### src/rtl/nonce_arb_pkg.sv
// nonce_arb_pkg: shared types and constants for the nonce arbiter slice.
//   NONCE_W     - nonce width in bits
//   CMD_FLUSH   - host command byte that empties the nonce buffer
//   arb_state_t - presentation FSM states (encoding is fixed so that
//                 debug observers can decode o_dbg_state directly)
//   nonce_t     - nonce word in transceiver [0:31] ordering
package nonce_arb_pkg;

  localparam int         NONCE_W   = 32;
  localparam logic [7:0] CMD_FLUSH = 8'hF0;

  typedef enum logic [1:0] {
    EMPTY   = 2'd0,
    PRESENT = 2'd1,
    RETIRE  = 2'd2
  } arb_state_t;

  typedef logic [0:NONCE_W-1] nonce_t;

endpackage

### src/rtl/nonce_fifo.sv
// nonce_fifo: small synchronous FIFO holding winning nonces.
//   clk, n_rst - clock, asynchronous active-low reset
//   i_clear    - synchronous flush: pointers and count to zero (wins over push/pop)
//   i_push     - write i_data at the tail (caller guarantees not full)
//   i_data     - nonce to store
//   i_pop      - retire the head entry (caller guarantees not empty)
//   o_head     - head entry, driven from the storage at all times
//   o_count    - current occupancy, 0..DEPTH
// DEPTH must be a power of two so the pointers wrap naturally.
module nonce_fifo
  import nonce_arb_pkg::*;
#(
  parameter int DEPTH = 4
) (
  input  logic                   clk,
  input  logic                   n_rst,
  input  logic                   i_clear,
  input  logic                   i_push,
  input  logic [0:NONCE_W-1]     i_data,
  input  logic                   i_pop,
  output logic [0:NONCE_W-1]     o_head,
  output logic [$clog2(DEPTH):0] o_count
);

  localparam int AW = $clog2(DEPTH);

  logic [0:NONCE_W-1] r_mem [DEPTH];
  logic [AW-1:0]      r_wr_ptr;
  logic [AW-1:0]      r_rd_ptr;
  logic [AW:0]        r_count;

  // Storage is reset too, so the head reads as zero straight out of reset.
  always_ff @(posedge clk or negedge n_rst) begin
    if (!n_rst) begin
      for (int i = 0; i < DEPTH; i++) r_mem[i] <= '0;
      r_wr_ptr <= '0;
      r_rd_ptr <= '0;
      r_count  <= '0;
    end else if (i_clear) begin
      r_wr_ptr <= '0;
      r_rd_ptr <= '0;
      r_count  <= '0;
    end else begin
      if (i_push) begin
        r_mem[r_wr_ptr] <= i_data;
        r_wr_ptr        <= r_wr_ptr + AW'(1);
      end
      if (i_pop) r_rd_ptr <= r_rd_ptr + AW'(1);
      case ({i_push, i_pop})
        2'b10:   r_count <= r_count + (AW+1)'(1);
        2'b01:   r_count <= r_count - (AW+1)'(1);
        default: r_count <= r_count;
      endcase
    end
  end

  assign o_head  = r_mem[r_rd_ptr];
  assign o_count = r_count;

endmodule

### src/rtl/nonce_arbiter.sv
// nonce_arbiter: round-robin arbiter sharing the transceiver nonce return
// path among NUM_CORES hashing cores, with a FIFO_DEPTH-entry nonce buffer
// and a presentation FSM toward the i2c transceiver.
//   clk, n_rst   - clock, asynchronous active-low reset
//   core_req     - per-core request, held with nonce stable until acked
//   core_nonce   - core i nonce at [32*i+31:32*i]
//   core_ack     - one-cycle capture pulse, one-hot or zero
//   nonce_taken  - master finished reading the presented nonce
//   cmd_valid    - command holds a new host command byte
//   command      - host command byte
//   nonce_ready  - head nonce valid toward the transceiver
//   nonce        - head FIFO entry
//   fifo_count   - buffer occupancy
//   o_dbg_state  - presentation FSM state (arb_state_t encoding)
// Optional feature macro: NONCE_ARB_FLUSH_CMD_EN enables the host flush
// command (CMD_FLUSH); without it cmd_valid/command are ignored.
//
// Handshakes: a core presents core_req with a stable nonce and keeps both
// until the cycle core_ack is high, which is the capture cycle; on the
// transceiver side nonce/nonce_ready form a valid that holds until a
// nonce_taken pulse retires it, after which nonce_ready drops for one cycle.
module nonce_arbiter
  import nonce_arb_pkg::*;
#(
  parameter int NUM_CORES  = 4,
  parameter int FIFO_DEPTH = 4
) (
  input  logic                        clk,
  input  logic                        n_rst,
  input  logic [NUM_CORES-1:0]        core_req,
  input  logic [NUM_CORES*32-1:0]     core_nonce,
  output logic [NUM_CORES-1:0]        core_ack,
  input  logic                        nonce_taken,
  input  logic                        cmd_valid,
  input  logic [0:7]                  command,
  output logic                        nonce_ready,
  output logic [0:31]                 nonce,
  output logic [$clog2(FIFO_DEPTH):0] fifo_count,
  output logic [1:0]                  o_dbg_state
);

  localparam int PW = $clog2(NUM_CORES);
  localparam int CW = $clog2(FIFO_DEPTH) + 1;

  arb_state_t         r_state;
  arb_state_t         w_state_nxt;
  logic [NUM_CORES-1:0] r_ack;
  logic [PW-1:0]      r_rr_ptr;
  logic [NUM_CORES-1:0] w_elig;
  logic [PW:0]        w_idx;
  logic               w_found;
  logic [PW-1:0]      w_winner;
  logic [0:NONCE_W-1] w_win_nonce;
  logic               w_grant;
  logic               w_pop;
  logic               w_flush;
  logic [CW-1:0]      w_count;
  logic [0:NONCE_W-1] w_head;

`ifdef NONCE_ARB_FLUSH_CMD_EN
  assign w_flush = cmd_valid && (command == CMD_FLUSH);
`else
  logic w_unused_cmd;
  assign w_flush      = 1'b0;
  assign w_unused_cmd = ^{cmd_valid, command};
`endif

  // A core in its ack cycle still shows req high; masking it stops a double capture.
  assign w_elig = core_req & ~r_ack;

  // First eligible index at or after r_rr_ptr, wrapping.
  always_comb begin
    w_found  = 1'b0;
    w_winner = '0;
    w_idx    = '0;
    for (int k = 0; k < NUM_CORES; k++) begin
      w_idx = {1'b0, r_rr_ptr} + (PW+1)'(k);
      if (w_idx >= (PW+1)'(NUM_CORES)) w_idx = w_idx - (PW+1)'(NUM_CORES);
      if (!w_found && w_elig[w_idx[PW-1:0]]) begin
        w_found  = 1'b1;
        w_winner = w_idx[PW-1:0];
      end
    end
  end

  always_comb begin
    w_win_nonce = '0;
    for (int i = 0; i < NUM_CORES; i++) begin
      if (w_winner == PW'(i)) w_win_nonce = core_nonce[32*i +: 32];
    end
  end

  // Registered count gates the grant: a pop this edge frees space only for the next edge.
  assign w_grant = w_found && (w_count < CW'(FIFO_DEPTH)) && !w_flush;
  assign w_pop   = (r_state == PRESENT) && nonce_taken && !w_flush;

  always_ff @(posedge clk or negedge n_rst) begin
    if (!n_rst) begin
      r_ack    <= '0;
      r_rr_ptr <= '0;
    end else begin
      r_ack <= w_grant ? (NUM_CORES'(1) << w_winner) : '0;
      if (w_grant) begin
        r_rr_ptr <= (w_winner == PW'(NUM_CORES-1)) ? '0 : w_winner + PW'(1);
      end
    end
  end

  nonce_fifo #(
    .DEPTH (FIFO_DEPTH)
  ) u_fifo (
    .clk     (clk),
    .n_rst   (n_rst),
    .i_clear (w_flush),
    .i_push  (w_grant),
    .i_data  (w_win_nonce),
    .i_pop   (w_pop),
    .o_head  (w_head),
    .o_count (w_count)
  );

  always_ff @(posedge clk or negedge n_rst) begin
    if (!n_rst) r_state <= EMPTY;
    else        r_state <= w_state_nxt;
  end

  // RETIRE forces one low cycle on nonce_ready so the transceiver sees a new edge.
  always_comb begin
    w_state_nxt = r_state;
    nonce_ready = 1'b0;
    case (r_state)
      EMPTY: begin
        if (w_count != '0) w_state_nxt = PRESENT;
      end
      PRESENT: begin
        nonce_ready = 1'b1;
        if (nonce_taken) w_state_nxt = RETIRE;
      end
      RETIRE: begin
        w_state_nxt = (w_count != '0) ? PRESENT : EMPTY;
      end
      default: w_state_nxt = EMPTY;
    endcase
    if (w_flush) w_state_nxt = EMPTY;
  end

  assign core_ack    = r_ack;
  assign nonce       = w_head;
  assign fifo_count  = w_count;
  assign o_dbg_state = r_state;

endmodule

### config.mk
export PLATFORM = sky130hd
export DESIGN_NAME = nonce_arbiter
export DESIGN_NICKNAME = d
export VERILOG_FILES = /design/src/rtl/nonce_arb_pkg.sv /design/src/rtl/nonce_fifo.sv /design/src/rtl/nonce_arbiter.sv
export SDC_FILE = /design/constraint.sdc
export NUM_CORES = 1
export LEC_CHECK = 0
export CAP_MARGIN = 10
export CORE_MARGIN = 10
export CORE_UTILIZATION = 46
export DETAILED_ROUTE_END_ITERATION = 8
export PLACE_DENSITY_LB_ADDON = 0.12
export SLEW_MARGIN = 20
export SYNTH_ARGS = -nofsm -noshare
export SYNTH_HDL_FRONTEND = slang
export SYNTH_HIERARCHICAL = 1
export SYNTH_SLANG_ARGS = --single-unit
export TNS_END_PERCENT = 30
### constraint.sdc
create_clock -name clk -period 2.7 [get_ports clk]
set_clock_uncertainty 0.15 [all_clocks]
set_input_delay 0.54 -clock clk [delete_from_list [all_inputs] [get_ports clk]]
set_output_delay 0.54 -clock clk [all_outputs]
set_load 0.1 [all_outputs]
==> run summary <==
The run finished with clean final reports. Subtracting the final worst setup slack from the clock period gives about 2.7 ns. The combined global-route utilization of all metal layers is 19.1%. A synthesized cell averages roughly 13 µm².

The type of origin of the critical path is a flip-flop. The HPWL after detailed placement is between 10000 and 15000 µm. In the finished design, the share of the clock period the worst path needs comes to 99.7%. The mapped netlist covers roughly 0.0079 mm². The finished cells cover around 0.012 mm². The first TritonRoute pass finished after 4 iterations. The reg-to-reg startpoint is core_ack[0]. The count of synthesis-stage warnings from yosys came out at 6. The slew at the pin closest to its max-slew limit came out at roughly 0.62 ns.

The post-route non-filler standard cell count is about 1000. After detailed routing, the average wire length per cell comes to between 20 and 25 µm. The number of vias per cell is 5.47. The final count of hold timing violations is 0. about 190 I/O pins were placed. The most common cell after layout, fill and taps aside is sky130_fd_sc_hd__dfrtp_1. Among all flip-flop cells after synthesis, the most frequent one is sky130_fd_sc_hd__dfrtp_1.

The critical path starts at core_ack[0]. The via count of the first global-routing pass came out at 6294. Setup violations remaining at the end of the flow were counted as 0.

The power per cell area came out at about 1500 mW/mm². The remaining routing DRC violations is 0. The critical path data arrival time came out at about 2.8 ns. Entering global routing, the biggest net connects about 70 pins. Relative to the synthesized area, the layout overhead comes to 47.5%. Fill cells in the final layout number around 1100. The top-area cell type share of the netlist area came out at a little under half. After floorplanning, the core was divided into 47 placement rows. The clock-pin transition on the worst setup and hold timing paths is 0.06 ns. The number of buffers inserted during clock tree synthesis came out at 17. The global-route wire length before repair is ~34000 µm.

Counting every sink on the clock net gives around 140. The initial antenna violation count came out at 0. The core utilization of the finished layout came out at between 60% and 70%. The net total in the final layout came out at between 900 and 1000. The global-route congestion overflow total is 0. The initial core utilization is between 40% and 50%. On the final layout, the worst hold slack is between 0.3 and 0.4 ns.

The clock tree from TritonCTS is built. The total area inside the core boundary comes to 0.0166 mm². Ranked by total cell area, the synthesized netlist is headed by sky130_fd_sc_hd__dfrtp_1 (46%), sky130_fd_sc_hd__mux2_4 (13%), sky130_fd_sc_hd__mux2_2 (9.2%), sky130_fd_sc_hd__mux4_2 (9.2%), sky130_fd_sc_hd__a21oi_1 (4.3%). The iteration-0 DRC count of the detailed router came out at between 200 and 300.

The count of nets left with antenna violations once routing finished came out at 0. The cell at the root of the clock tree is sky130_fd_sc_hd__clkbuf_16. The number of pins exceeding their max-slew limit in the final report came out at 0. After synthesis, the netlist uses 44 different library cells. VDD sags by at most around 0.95 mV.

The tool flagged a number of max-cap violations equal to 0. The register bit total from synthesis is around 140. In the synthesized netlist, the number of instances is a little over 600. The final estimated routing congestion in global placement came out at ~0.86. sky130_fd_sc_hd__dfrtp_1 takes more of the synthesized area than any other cell.

Leaving out fill and tap cells, the most frequent cells in the layout are sky130_fd_sc_hd__dfrtp_1 (134), sky130_fd_sc_hd__clkdlybuf4s50_1 (130), sky130_fd_sc_hd__mux2_4 (71), sky130_fd_sc_hd__nand2_1 (64), sky130_fd_sc_hd__mux2_2 (59). The post-synthesis net count came out at ~760. The routed design has between 20000 and 25000 µm of wire. The maximum frequency from static timing analysis is between 300 and 400 MHz.

After detailed placement, the total cell area comes to around 0.011 mm². In this run the most critical hold path is launched from u_fifo/r_mem[12]. The number of flops mapped to enable cells by yosys came out at 0.

The H-tree generated during clock tree synthesis spans 4 levels. After synthesis, the share of flip-flops with an asynchronous set or reset is 100%. The count of port buffers added during placement came out at approximately 180. The share of synthesized area occupied by flip-flops and latches came out at between 40% and 50%.

The die footprint is around 0.023 mm². The die outline width came out at 151 µm. The number of placed instances, taps included, is about 1000.

For the worst-skew pair, the clock arrives at the later sink with an insertion delay of between 0.4 and 0.5 ns. The maximum buffer depth of the clock tree is 2. The headroom to the max-slew limit is 58.9%.

Setup repair after global routing could not meet its margin everywhere. The data required time at the worst endpoint came out at between 2 and 3 ns. The number of antenna diodes came out at 0.

Summed over all cells, the static leakage comes to around 5 nW. The share of post-route cells with drive strength above 1 came out at approximately 46%. From bottom edge to top edge, the die measures ~150 µm.

The worst setup path is captured at a flip-flop. Along the worst path, the maximum fanout reaches 16. The worst setup path is of the flip-flop to flip-flop kind.

The tightest min-delay check is of the flip-flop to flip-flop type. The detailed-route via count came out at ~5700.
synth_stat cells, types with 2 or more instances:
master	number
sky130_fd_sc_hd__ha_1	8
sky130_fd_sc_hd__and2_1	2
sky130_fd_sc_hd__nand2_1	65
sky130_fd_sc_hd__nor2b_4	3
sky130_fd_sc_hd__buf_6	13
sky130_fd_sc_hd__nor3b_1	2
sky130_fd_sc_hd__mux2_2	64
sky130_fd_sc_hd__buf_2	13
sky130_fd_sc_hd__xnor2_1	3
sky130_fd_sc_hd__xor2_1	2
sky130_fd_sc_hd__mux4_2	32
sky130_fd_sc_hd__nand3b_1	33
sky130_fd_sc_hd__and3b_2	2
sky130_fd_sc_hd__and2_2	4
sky130_fd_sc_hd__buf_4	2
sky130_fd_sc_hd__mux2i_1	2
sky130_fd_sc_hd__nor2_1	7
sky130_fd_sc_hd__o21ai_1	4
sky130_fd_sc_hd__buf_1	3
sky130_fd_sc_hd__clkbuf_1	14
sky130_fd_sc_hd__inv_1	3
sky130_fd_sc_hd__mux2_4	66
sky130_fd_sc_hd__and2b_2	2
sky130_fd_sc_hd__a21oi_1	67
sky130_fd_sc_hd__nand2_4	4
sky130_fd_sc_hd__dfrtp_1	143
sky130_fd_sc_hd__o21ai_0	31
power breakdown:
part / internal [mW] / switching (mW) / total [mW]
logic: 4.75 / 5.87 / 10.6
registers: 3.07 / 0.528 / 3.59
clock network: 1.75 / 0.932 / 2.68
worst max-delay path, cell delays in order (launching register included):
cell and delay, ns:
sky130_fd_sc_hd__dfrtp_4 0.49, sky130_fd_sc_hd__and3b_2 0.26, sky130_fd_sc_hd__a21oi_2 0.04, sky130_fd_sc_hd__o211ai_1 0.31
sky130_fd_sc_hd__or2_4 0.22, sky130_fd_sc_hd__ha_4 0.24, sky130_fd_sc_hd__buf_12 0.18, sky130_fd_sc_hd__a21oi_1 0.05
sky130_fd_sc_hd__a21oi_1 0.11, sky130_fd_sc_hd__o21ai_1 0.07, sky130_fd_sc_hd__buf_4 0.15, sky130_fd_sc_hd__mux2_4 0.27
state kept, by name, summed over array words and instances (netlist names):
register	count
u_fifo/r_rd_ptr	2
o_dbg_state	2
u_fifo/o_count	3
u_fifo/r_wr_ptr	2
u_fifo/r_mem	128
r_rr_ptr	2
core_ack	4
worst paths after layout:
check / cells after the start / to / slack, ns
hold reg to reg: 1 / u_fifo/r_mem[12] / 0.35
max in group asynchronous: 3 / u_fifo/r_mem[72] / 1.13
setup / recovery: 11 / u_fifo/r_mem[51] / 0.009
min in group asynchronous: 2 / u_fifo/r_mem[59] / 0.52
setup reg to reg: 11 / u_fifo/r_mem[51] / 0.009
hold / removal: 1 / u_fifo/r_mem[12] / 0.35
per-layer routing:
metal | track usage [%] | up-vias | routed length (µm)
li1 | - | 2603 | -
met1 | 23.7 | 2933 | 9360
met2 | 32.4 | 136 | 11100
met3 | 4.74 | 19 | 989
met4 | 5.53 | 0 | 331
met5 | 0 | - | 0
cell type report:
| class | instances | area [µm²] | area share (%) |
|---|---|---|---|
| sequential | 143 | 3600 | 31.1 |
| clock buffer | 17 | 425 | 3.67 |
| timing repair buffer | 225 | 2780 | 24.0 |
| multi-input combinational | 418 | 4240 | 36.6 |
| tap | 220 | 275 | 2.38 |
| clock inverter | 15 | 254 | 2.19 |
| inverter | 3 | 11.3 | 0.0972 |
logic make-up (layout without fill, tap and decap cells):
kind of cell	count (synthesis)	after routing	share of synthesized area (%)
AO/OA/AOI/OAI	107	107	7.04
multiplexers	164	164	31.2
buffers and inverters	50	260	4.16
AND/OR/NAND/NOR	132	132	9.85
flip-flops	143	143	45.6
other	1	1	0.0478
XOR/XNOR	5	5	0.558
adder cells (fa/ha/maj)	9	9	1.53
metrics by stage:
stage / power, mW / TNS [ns] / worst slack (ns)
2_1_floorplan: 10.3 / -1.93 / -0.0581
3_3_place_gp: 13.2 / -53.89 / -0.564
3_5_place_dp: 13.4 / -68.25 / -0.660
4_1_cts: 16.7 / -0.243 / -0.0219
5_1_grt: 17.7 / -3.17 / -0.0880
6_report: 16.9 / 0 / 0.00890
timing repair:
action / CTS / global route
pin swaps: 4 / 20
hold buffers: 1 / 0
resized for setup: 42 / 51
cloned: 2 / 2
setup buffers: 5 / 2
hold endpoints to repair: 51 / 0
setup endpoints to repair: 128 / 129
Note: power is estimated with default switching activity, not from simulation.
